File: config.mk
export PLATFORM = sky130hd
export DESIGN_NAME = regs_wb_ctrl
export DESIGN_NICKNAME = d
export VERILOG_FILES = /design/src/rtl/riscv_pkg.sv /design/src/rtl/wb_fifo.sv /design/src/rtl/regs_wb_ctrl.sv
export SDC_FILE = /design/constraint.sdc
export NUM_CORES = 1
export LEC_CHECK = 0
export ABC_AREA = 1
export CORE_AREA = 2 2 138 140
export CTS_CLUSTER_DIAMETER = 80
export DETAILED_ROUTE_END_ITERATION = 10
export DIE_AREA = 0 0 140 142
export PLACE_DENSITY = 0.79
export SLEW_MARGIN = 20
export SYNTH_ARGS = -nofsm -noshare
export SYNTH_HDL_FRONTEND = slang
export SYNTH_HIERARCHICAL = 1
export SYNTH_SLANG_ARGS = --single-unit
File: constraint.sdc
create_clock -name clk -period 4.3 [get_ports clk]
set_input_delay 0.86 -clock clk [delete_from_list [all_inputs] [get_ports clk]]
set_output_delay 0.86 -clock clk [all_outputs]
set_load 0.005 [all_outputs]
File: src/rtl/riscv_pkg.sv
// Shared register-file definitions for the integer pipeline write-back path.
package riscv_pkg;

  localparam int unsigned REG_AW = 5;
  localparam int unsigned REG_DW = 32;

  localparam logic [REG_AW-1:0] X0_ADDR = '0;

  typedef struct packed {
    logic [REG_AW-1:0] waddr;
    logic [REG_DW-1:0] wdata;
  } wb_entry_t;

endpackage

File: src/rtl/wb_fifo.sv
// Long-latency result FIFO: power-of-two depth, naturally wrapping pointers.
module wb_fifo
  import riscv_pkg::*;
#(
  parameter int unsigned DEPTH = 4,
  parameter int unsigned WIDTH = $bits(wb_entry_t)
) (
  input  logic                       clk,
  input  logic                       rst,
  input  logic                       push,
  input  logic [WIDTH-1:0]           din,
  input  logic                       pop,
  output logic [WIDTH-1:0]           dout,
  output logic                       full,
  output logic                       empty,
  output logic [$clog2(DEPTH):0]     count
);

  localparam int unsigned PW = $clog2(DEPTH);
  localparam int unsigned CW = PW + 1;

  logic [WIDTH-1:0] mem [DEPTH];
  logic [PW-1:0]    wr_ptr;
  logic [PW-1:0]    rd_ptr;
  logic             do_push;
  logic             do_pop;

  assign full    = (count == CW'(DEPTH));
  assign empty   = (count == '0);
  assign do_push = push && !full;
  assign do_pop  = pop && !empty;
  assign dout    = mem[rd_ptr];

  always_ff @(posedge clk) begin
    if (do_push) begin
      mem[wr_ptr] <= din;
    end
  end

  always_ff @(posedge clk) begin
    if (rst) begin
      wr_ptr <= '0;
      rd_ptr <= '0;
      count  <= '0;
    end else begin
      if (do_push) begin
        wr_ptr <= wr_ptr + 1'b1;
      end
      if (do_pop) begin
        rd_ptr <= rd_ptr + 1'b1;
      end
      case ({do_push, do_pop})
        2'b10:   count <= count + 1'b1;
        2'b01:   count <= count - 1'b1;
        default: count <= count;
      endcase
    end
  end

endmodule

File: src/rtl/regs_wb_ctrl.sv
// Register-file write-port arbiter (EX over FIFO) with pending-write scoreboard.
// Optional WB_BYPASS_EN: LSU result skips an empty FIFO when EX is idle.
module regs_wb_ctrl
  import riscv_pkg::*;
#(
  parameter int unsigned DEPTH = 4,
  parameter int unsigned AW    = REG_AW,
  parameter int unsigned DW    = REG_DW
) (
  input  logic          clk,
  input  logic          rst,
  input  logic          ex_wen_i,
  input  logic [AW-1:0] ex_waddr_i,
  input  logic [DW-1:0] ex_wdata_i,
  input  logic          lsu_valid_i,
  output logic          lsu_ready_o,
  input  logic [AW-1:0] lsu_waddr_i,
  input  logic [DW-1:0] lsu_wdata_i,
  input  logic          issue_valid_i,
  input  logic [AW-1:0] issue_rd_i,
  output logic [31:0]   busy_o,
  output logic [AW-1:0] reg_waddr_o,
  output logic [DW-1:0] reg_wdata_o,
  output logic          reg_wen_o
);

  localparam int unsigned EW = AW + DW;

  logic                    ex_sel;
  logic                    bypass;
  logic                    push;
  logic                    pop;
  logic                    full;
  logic                    empty;
  logic [$clog2(DEPTH):0]  count;
  logic [EW-1:0]           head;
  logic [AW-1:0]           head_waddr;
  logic [DW-1:0]           head_wdata;
  logic [31:0]             busy_q;
  logic [31:0]             busy_next;

  assign ex_sel      = ex_wen_i && (ex_waddr_i != AW'(X0_ADDR));
  assign lsu_ready_o = (count != ($clog2(DEPTH)+1)'(DEPTH));
  assign pop         = !ex_sel && !empty;
  assign head_waddr  = head[EW-1:DW];
  assign head_wdata  = head[DW-1:0];

`ifdef WB_BYPASS_EN
  assign bypass = !ex_sel && empty && lsu_valid_i;
`else
  assign bypass = 1'b0;
`endif

  assign push = lsu_valid_i && !full && !bypass;

  wb_fifo #(
    .DEPTH (DEPTH),
    .WIDTH (EW)
  ) u_fifo (
    .clk   (clk),
    .rst   (rst),
    .push  (push),
    .din   ({lsu_waddr_i, lsu_wdata_i}),
    .pop   (pop),
    .dout  (head),
    .full  (full),
    .empty (empty),
    .count (count)
  );

  // Clear before set so an issue to a register retiring this cycle stays busy.
  always_comb begin
    busy_next = busy_q;
    if (pop) begin
      busy_next[head_waddr] = 1'b0;
    end
    if (bypass) begin
      busy_next[lsu_waddr_i] = 1'b0;
    end
    if (issue_valid_i && (issue_rd_i != AW'(X0_ADDR))) begin
      busy_next[issue_rd_i] = 1'b1;
    end
    busy_next[0] = 1'b0;
  end

  always_ff @(posedge clk) begin
    if (rst) begin
      reg_wen_o   <= 1'b0;
      reg_waddr_o <= '0;
      reg_wdata_o <= '0;
      busy_q      <= '0;
    end else begin
      busy_q    <= busy_next;
      reg_wen_o <= 1'b0;
      if (ex_sel) begin
        reg_wen_o   <= 1'b1;
        reg_waddr_o <= ex_waddr_i;
        reg_wdata_o <= ex_wdata_i;
      end else if (pop) begin
        reg_wen_o   <= (head_waddr != AW'(X0_ADDR));
        reg_waddr_o <= head_waddr;
        reg_wdata_o <= head_wdata;
      end else if (bypass) begin
        reg_wen_o   <= (lsu_waddr_i != AW'(X0_ADDR));
        reg_waddr_o <= lsu_waddr_i;
        reg_wdata_o <= lsu_wdata_i;
      end
    end
  end

  assign busy_o = busy_q;

endmodule

==> flow_summary.json, run 1 <==
{
  "maxSlewViolCount": 0,
  "synth.distinct_cells": 30,
  "synth_top_family_by_area": "simple AND/OR/NAND/NOR gates",
  "crit_end": "busy_o[12]",
  "grt_pass1_vias": 7246,
  "period_share": 0.6554,
  "cap_violations": 0,
  "cts_resized": 0,
  "num_rows": 50,
  "worstPathMaxFanout": 44,
  "syn2layout_area_growth_pct": 24.56,
  "synth_top_area_frac": 0.4561,
  "routabilityCongestion": 0.8687,
  "setup_ws_ns": 1.482,
  "synth_nets": 1121,
  "rsz0062_at_grt": "false",
  "synth.most_common_cell": "nor2_1",
  "synth_fa_ha_area_frac": 0.008475,
  "clkTransAtPathRegs_ns": 0.07,
  "crit_type": "reg -> reg",
  "start_util": 0.5280,
  "rr_endpoint": "busy_o[12]",
  "dpl_cell_area_sq_um": 11360,
  "worstPathArrival_ns": 3.17,
  "cts_buffers": 23,
  "synth_mux_area_frac": 0,
  "fmax_ghz": 0.3548,
  "yosys-top-cells-count": "156 x nor2_1, 153 x nand2_1, 148 x edfxtp_1, 115 x nand3_1, 104 x inv_1",
  "coreArea_sq_um": 18460,
  "gr-total-overflow": 0,
  "hold_depth": 2,
  "grt_usage": 0.2422,
  "via_per_inst": 5.521,
  "die_y_um": 142,
  "synth_xor_area_frac": 0,
  "pin_count": 155,
  "critPathCaptureType": "flip-flop",
  "drtIter0Drc": 950,
  "clock_latency_ns": 0.50,
  "worstPathCellList": "inv_2 > o21ai_0 > o22ai_1 > inv_1 > nand3_1 > nor2_1 > nand3_1 > nand2_1 > a21oi_1",
  "async_flop_share": 0,
  "seq_area_frac_synth": 0.6163,
  "cts_setup_buffers": 0,
  "vias": 7796,
  "fin_crit_ns": 2.818,
  "synth_area_sq_um": 9744,
  "hpwl_mm": 15.87,
  "drc": 15,
  "grt_pass1_wl_mm": 38.32,
  "holdBufCountCts": 0,
  "worst-path-stages": 9,
  "worstHoldStart": "busy_o[5]",
  "start_kind": "flip-flop",
  "cts_htree_levels": 1,
  "crit_slowest_cell": "dfxtp_2",
  "yosys_most_used_dff": "edfxtp_1",
  "tns_ns": 0,
  "power_leakage_nw": 4.563,
  "nets": 1252,
  "slew_headroom": 0.3478,
  "antenna_found_initial": 0,
  "synthTopCellsByArea": "edfxtp_1 46%, dfxtp_1 16%, nor2_1 6.0%, nand3_1 5.9%, nand2_1 5.9%",
  "dieArea_sq_um": 19880,
  "synth_cells": 1031,
  "timing.critical_path.mode_cell": "nand3_1",
  "crit_buf_inv": 2,
  "syn_avg_cell_area_sq_um": 9.451,
  "postRouteAntennaNets": 0,
  "required_ns": 4.66,
  "cts_sinks": 226,
  "diodes": 0,
  "drive_gt1_frac": 0.06112,
  "ir_worst_vdd_uv": 326.8,
  "design_area_sq_um": 12140,
  "synth_edf_count": 148,
  "outcome": "finished, violations left",
  "hold_class": "reg -> reg",
  "cts_tree": "built",
  "setup_viol": 0,
  "post_drt_wl_per_cell_um": 17.30,
  "synth-seq-cells": 226,
  "dp_slack_ns": 1.162,
  "grt_max_degree": 67,
  "critPathMaxStageDelay_ns": 0.85,
  "yosys_warnings": 6,
  "synth_top_cell_by_area": "edfxtp_1",
  "ff2ff_path_depth": 9,
  "ff2ff_setup_slack_ns": 1.48,
  "violations": "design-rule violations",
  "cp_top_family": "flip-flops",
  "power_density_nw_per_um2": 545.2,
  "cts_buffer_depth": 3,
  "firstDrtPassIters": 9,
  "cts_root_buf": "clkbuf_16",
  "wl_mm": 24.42,
  "hold_viol_final": 0,
  "port_buffers": 153,
  "synth_compound_area_frac": 0.09951,
  "tightest_slew_ns": 0.9723,
  "yosys.area_share.simple": 0.1985,
  "power_w": 0.006617,
  "worst_clock_skew_ns": 0.008754,
  "die_w_um": 140
}
==> worst reg2reg max path, stage by stage, from the launching register on <==
cell	delay (ns)
dfxtp_2	0.85
inv_2	0.50
o21ai_0	0.32
o22ai_1	0.22
inv_1	0.17
nand3_1	0.18
nor2_1	0.16
nand3_1	0.10
nand2_1	0.11
a21oi_1	0.06
==> worst min path at each step <==
stage,slack [ns],endpoint
after CTS,0.46,busy_o[8]
after global placement,0.45,busy_o[26]
final,0.46,busy_o[5]
after floorplan,0.45,flip-flop
after global routing,0.48,busy_o[7]
after detailed placement,0.45,busy_o[8]
==> cell families (layout without fill, tap and decap cells) <==
logic type / Yosys count / after routing
compound gates: 184 / 184
buf+inv: 166 / 313
fa+ha+maj: 6 / 6
simple gates: 448 / 448
other cells: 1 / 1
flops: 226 / 226
==> metal layers <==
metal	vias to the layer above	global-route usage	share of wire
li1	3739	-	-
met1	3618	0.3342	0.41
met4	0	0.05954	0.017
met2	407	0.4032	0.48
met3	32	0.04374	0.090
met5	-	0	0
==> area by class of cell <==
| type | instances | area, sq um |
|---|---|---|
| repair buffers | 166 | 1644 |
| multi-input cells | 639 | 3020 |
| flip-flops and latches | 226 | 6007 |
| inverters | 106 | 397.9 |
| well taps | 234 | 292.8 |
| clock inverters | 15 | 188.9 |
| fillers | 1423 | 6317 |
| clock buffers | 26 | 586.8 |
==> state kept, by name, indices dropped and copies added, names as in the netlist, named ones only <==
register and flops:
busy_o 31, reg_waddr_o 5, reg_wdata_o 32, reg_wen_o 1, u_fifo/count 3, u_fifo/mem 148
u_fifo/rd_ptr 2, u_fifo/wr_ptr 2
==> layout by cell type (no fill, tap or decap), drive strengths merged <==
cell type,n
a21oi,70
and3,1
buf,15
bufinv,4
clkbuf,26
clkdlybuf4s50,151
clkinv,5
clkinvlp,6
conb,1
dfxtp,78
edfxtp,148
fa,1
ha,5
inv,106
nand2,154
nand3,126
nand3b,1
nand4,3
nor2,158
nor3,5
o21a,1
o21ai,76
o22ai,37
==> report_power, final <==
part	leakage, nW	switching, W	internal [W]
logic	2.21	0.00122	0.000610
clock network	0.360	0.000817	0.00123
registers	2.00	0.000148	0.00260
==> through the flow <==
step / hold WS (ns) / std cells / util
after floorplan: 0.4481 / 1031 / -
after global placement: 0.4472 / 1371 / 0.6157
after detailed placement: 0.4540 / 1371 / 0.6157
after CTS: 0.4636 / 1412 / 0.6577
after global routing: 0.4783 / 1412 / 0.6577
final: 0.4606 / 1412 / 0.6577
No activity file was read; power rests on OpenSTA's default activity.
==> run 2: changes to the inputs <==
clock period = 2.9 ns   (was 4.3 ns; I/O delays follow)
==> flow_summary.json, run 2 (synthesized netlist as in run 1, its figures left out) <==
{
  "outcome": "finished, violations left",
  "violations": "design-rule violations",
  "power_leakage_nw": 4.584,
  "syn2layout_area_growth_pct": 24.91,
  "dieArea_sq_um": 19880,
  "antenna_found_initial": 1,
  "port_buffers": 153,
  "start_util": 0.5280,
  "setup_ws_ns": 0.4254,
  "min_to": "busy_o[4]",
  "start_kind": "flip-flop",
  "rr_endpoint": "busy_o[12]",
  "grt_pass1_vias": 7489,
  "tightest_slew_ns": 0.7518,
  "setup_viol": 0,
  "vias": 7816,
  "grt_pass1_wl_mm": 38.18,
  "clock_latency_ns": 0.50,
  "grt_max_degree": 61,
  "num_rows": 50,
  "ir_worst_vdd_uv": 599.6,
  "pin_count": 155,
  "cts_buffer_depth": 3,
  "worst_clock_skew_ns": 0.01287,
  "cts_resized": 0,
  "tns_ns": 0,
  "hold_class": "reg -> reg",
  "critPathCaptureType": "flip-flop",
  "die_w_um": 140,
  "hold_viol_final": 0,
  "cts_sinks": 226,
  "dpl.cell_count": 1377,
  "holdBufCountCts": 0,
  "drive_gt1_frac": 0.05912,
  "final_cell_mix": "153 x nand2_1, 152 x nor2_1, 151 x clkdlybuf4s50_1",
  "fin_crit_ns": 2.475,
  "via_per_inst": 5.508,
  "die_y_um": 142,
  "maxSlewViolCount": 0,
  "coreArea_sq_um": 18460,
  "rsz0062_at_grt": "false",
  "cts_buffers": 23,
  "gr-total-overflow": 0,
  "worstPathArrival_ns": 2.83,
  "fmax_ghz": 0.4041,
  "worstHoldStart": "busy_o[4]",
  "wl_mm": 24.10,
  "power_density_nw_per_um2": 788.6,
  "nets": 1258,
  "crit_type": "reg -> reg",
  "largest_register_ffs": 148,
  "required_ns": 3.25,
  "grt_usage": 0.2405,
  "firstDrtPassIters": 11,
  "clkTransAtPathRegs_ns": 0.06,
  "post_drt_wl_per_cell_um": 16.99,
  "drtIter0Drc": 735,
  "period_share": 0.8533,
  "routabilityCongestion": 0.8511,
  "drc": 15,
  "registers.top_by_ff_count": "u_fifo/mem",
  "worstPathMaxFanout": 32,
  "instances_no_fill": 1419,
  "hold_depth": 2,
  "ff2ff_path_depth": 8,
  "ff2ff_setup_slack_ns": 0.43,
  "hpwl_mm": 15.28,
  "slew_headroom": 0.4969,
  "cts_tree": "built",
  "cap_violations": 0,
  "cts_htree_levels": 1,
  "cts_root_buf": "clkbuf_16",
  "postRouteAntennaNets": 0,
  "cts_setup_buffers": 0,
  "dp_slack_ns": 0.1623,
  "final_common_cell": "nand2_1"
}
-- run 2: critical path: stages (launching register included) --
cell and delay, ns:
dfxtp_2 0.42, inv_2 0.45, o21ai_0 0.18, o22ai_1 0.56, nand3_1 0.28, nor2_1 0.16
nand3_1 0.12, nand2_1 0.08, a21oi_1 0.06
-- run 2: worst max path at each step --
| stage | startpoint | cells past startpoint | end |
|---|---|---|---|
| after floorplan | u_fifo/count[1] | 6 | u_fifo/mem[0][0] |
| after global placement | ex_waddr_i[4] | 15 | u_fifo/count[2] |
| after detailed placement | ex_waddr_i[4] | 15 | u_fifo/count[2] |
| after CTS | flip-flop | 8 | busy_o[12] |
| after global routing | flip-flop | 9 | busy_o[4] |
| final | flip-flop | 8 | busy_o[12] |
-- run 2: metal layers --
layer / share of wire / track usage / vias up
met5: 0 / 0 / -
met4: 0.024 / 0.08878 / 0
met3: 0.087 / 0.04408 / 45
met2: 0.48 / 0.3988 / 343
met1: 0.41 / 0.3202 / 3673
li1: - / - / 3755
-- run 2: area by class of cell --
class | count | area [sq um]
fill | 1446 | 6284
sequential | 226 | 6007
antenna | 1 | 2.502
multi-input combinational | 639 | 3020
timing repair buffer | 172 | 1752
inverter | 106 | 397.9
clock buffer | 32 | 609.3
tap | 234 | 292.8
clock inverter | 9 | 90.09
-- run 2: where the power goes --
group	leakage [nW]	internal (W)	total, W	switching, W
clock network	0.337	0.00164	0.00277	0.00113
logic	2.25	0.000961	0.00281	0.00185
registers	2.00	0.00385	0.00402	0.000167
-- run 2: per-stage QoR --
stage | utilization | total power, W | instance area [sq um] | hold slack (ns)
final | 0.6595 | 0.009598 | 12170 | 0.4590
after global placement | 0.6215 | 0.006794 | 11470 | 0.4466
after global routing | 0.6595 | 0.01012 | 12170 | 0.4885
after detailed placement | 0.6215 | 0.006863 | 11470 | 0.4524
after CTS | 0.6594 | 0.009630 | 12170 | 0.4617
after floorplan | - | 0.005894 | 9744 | 0.4481
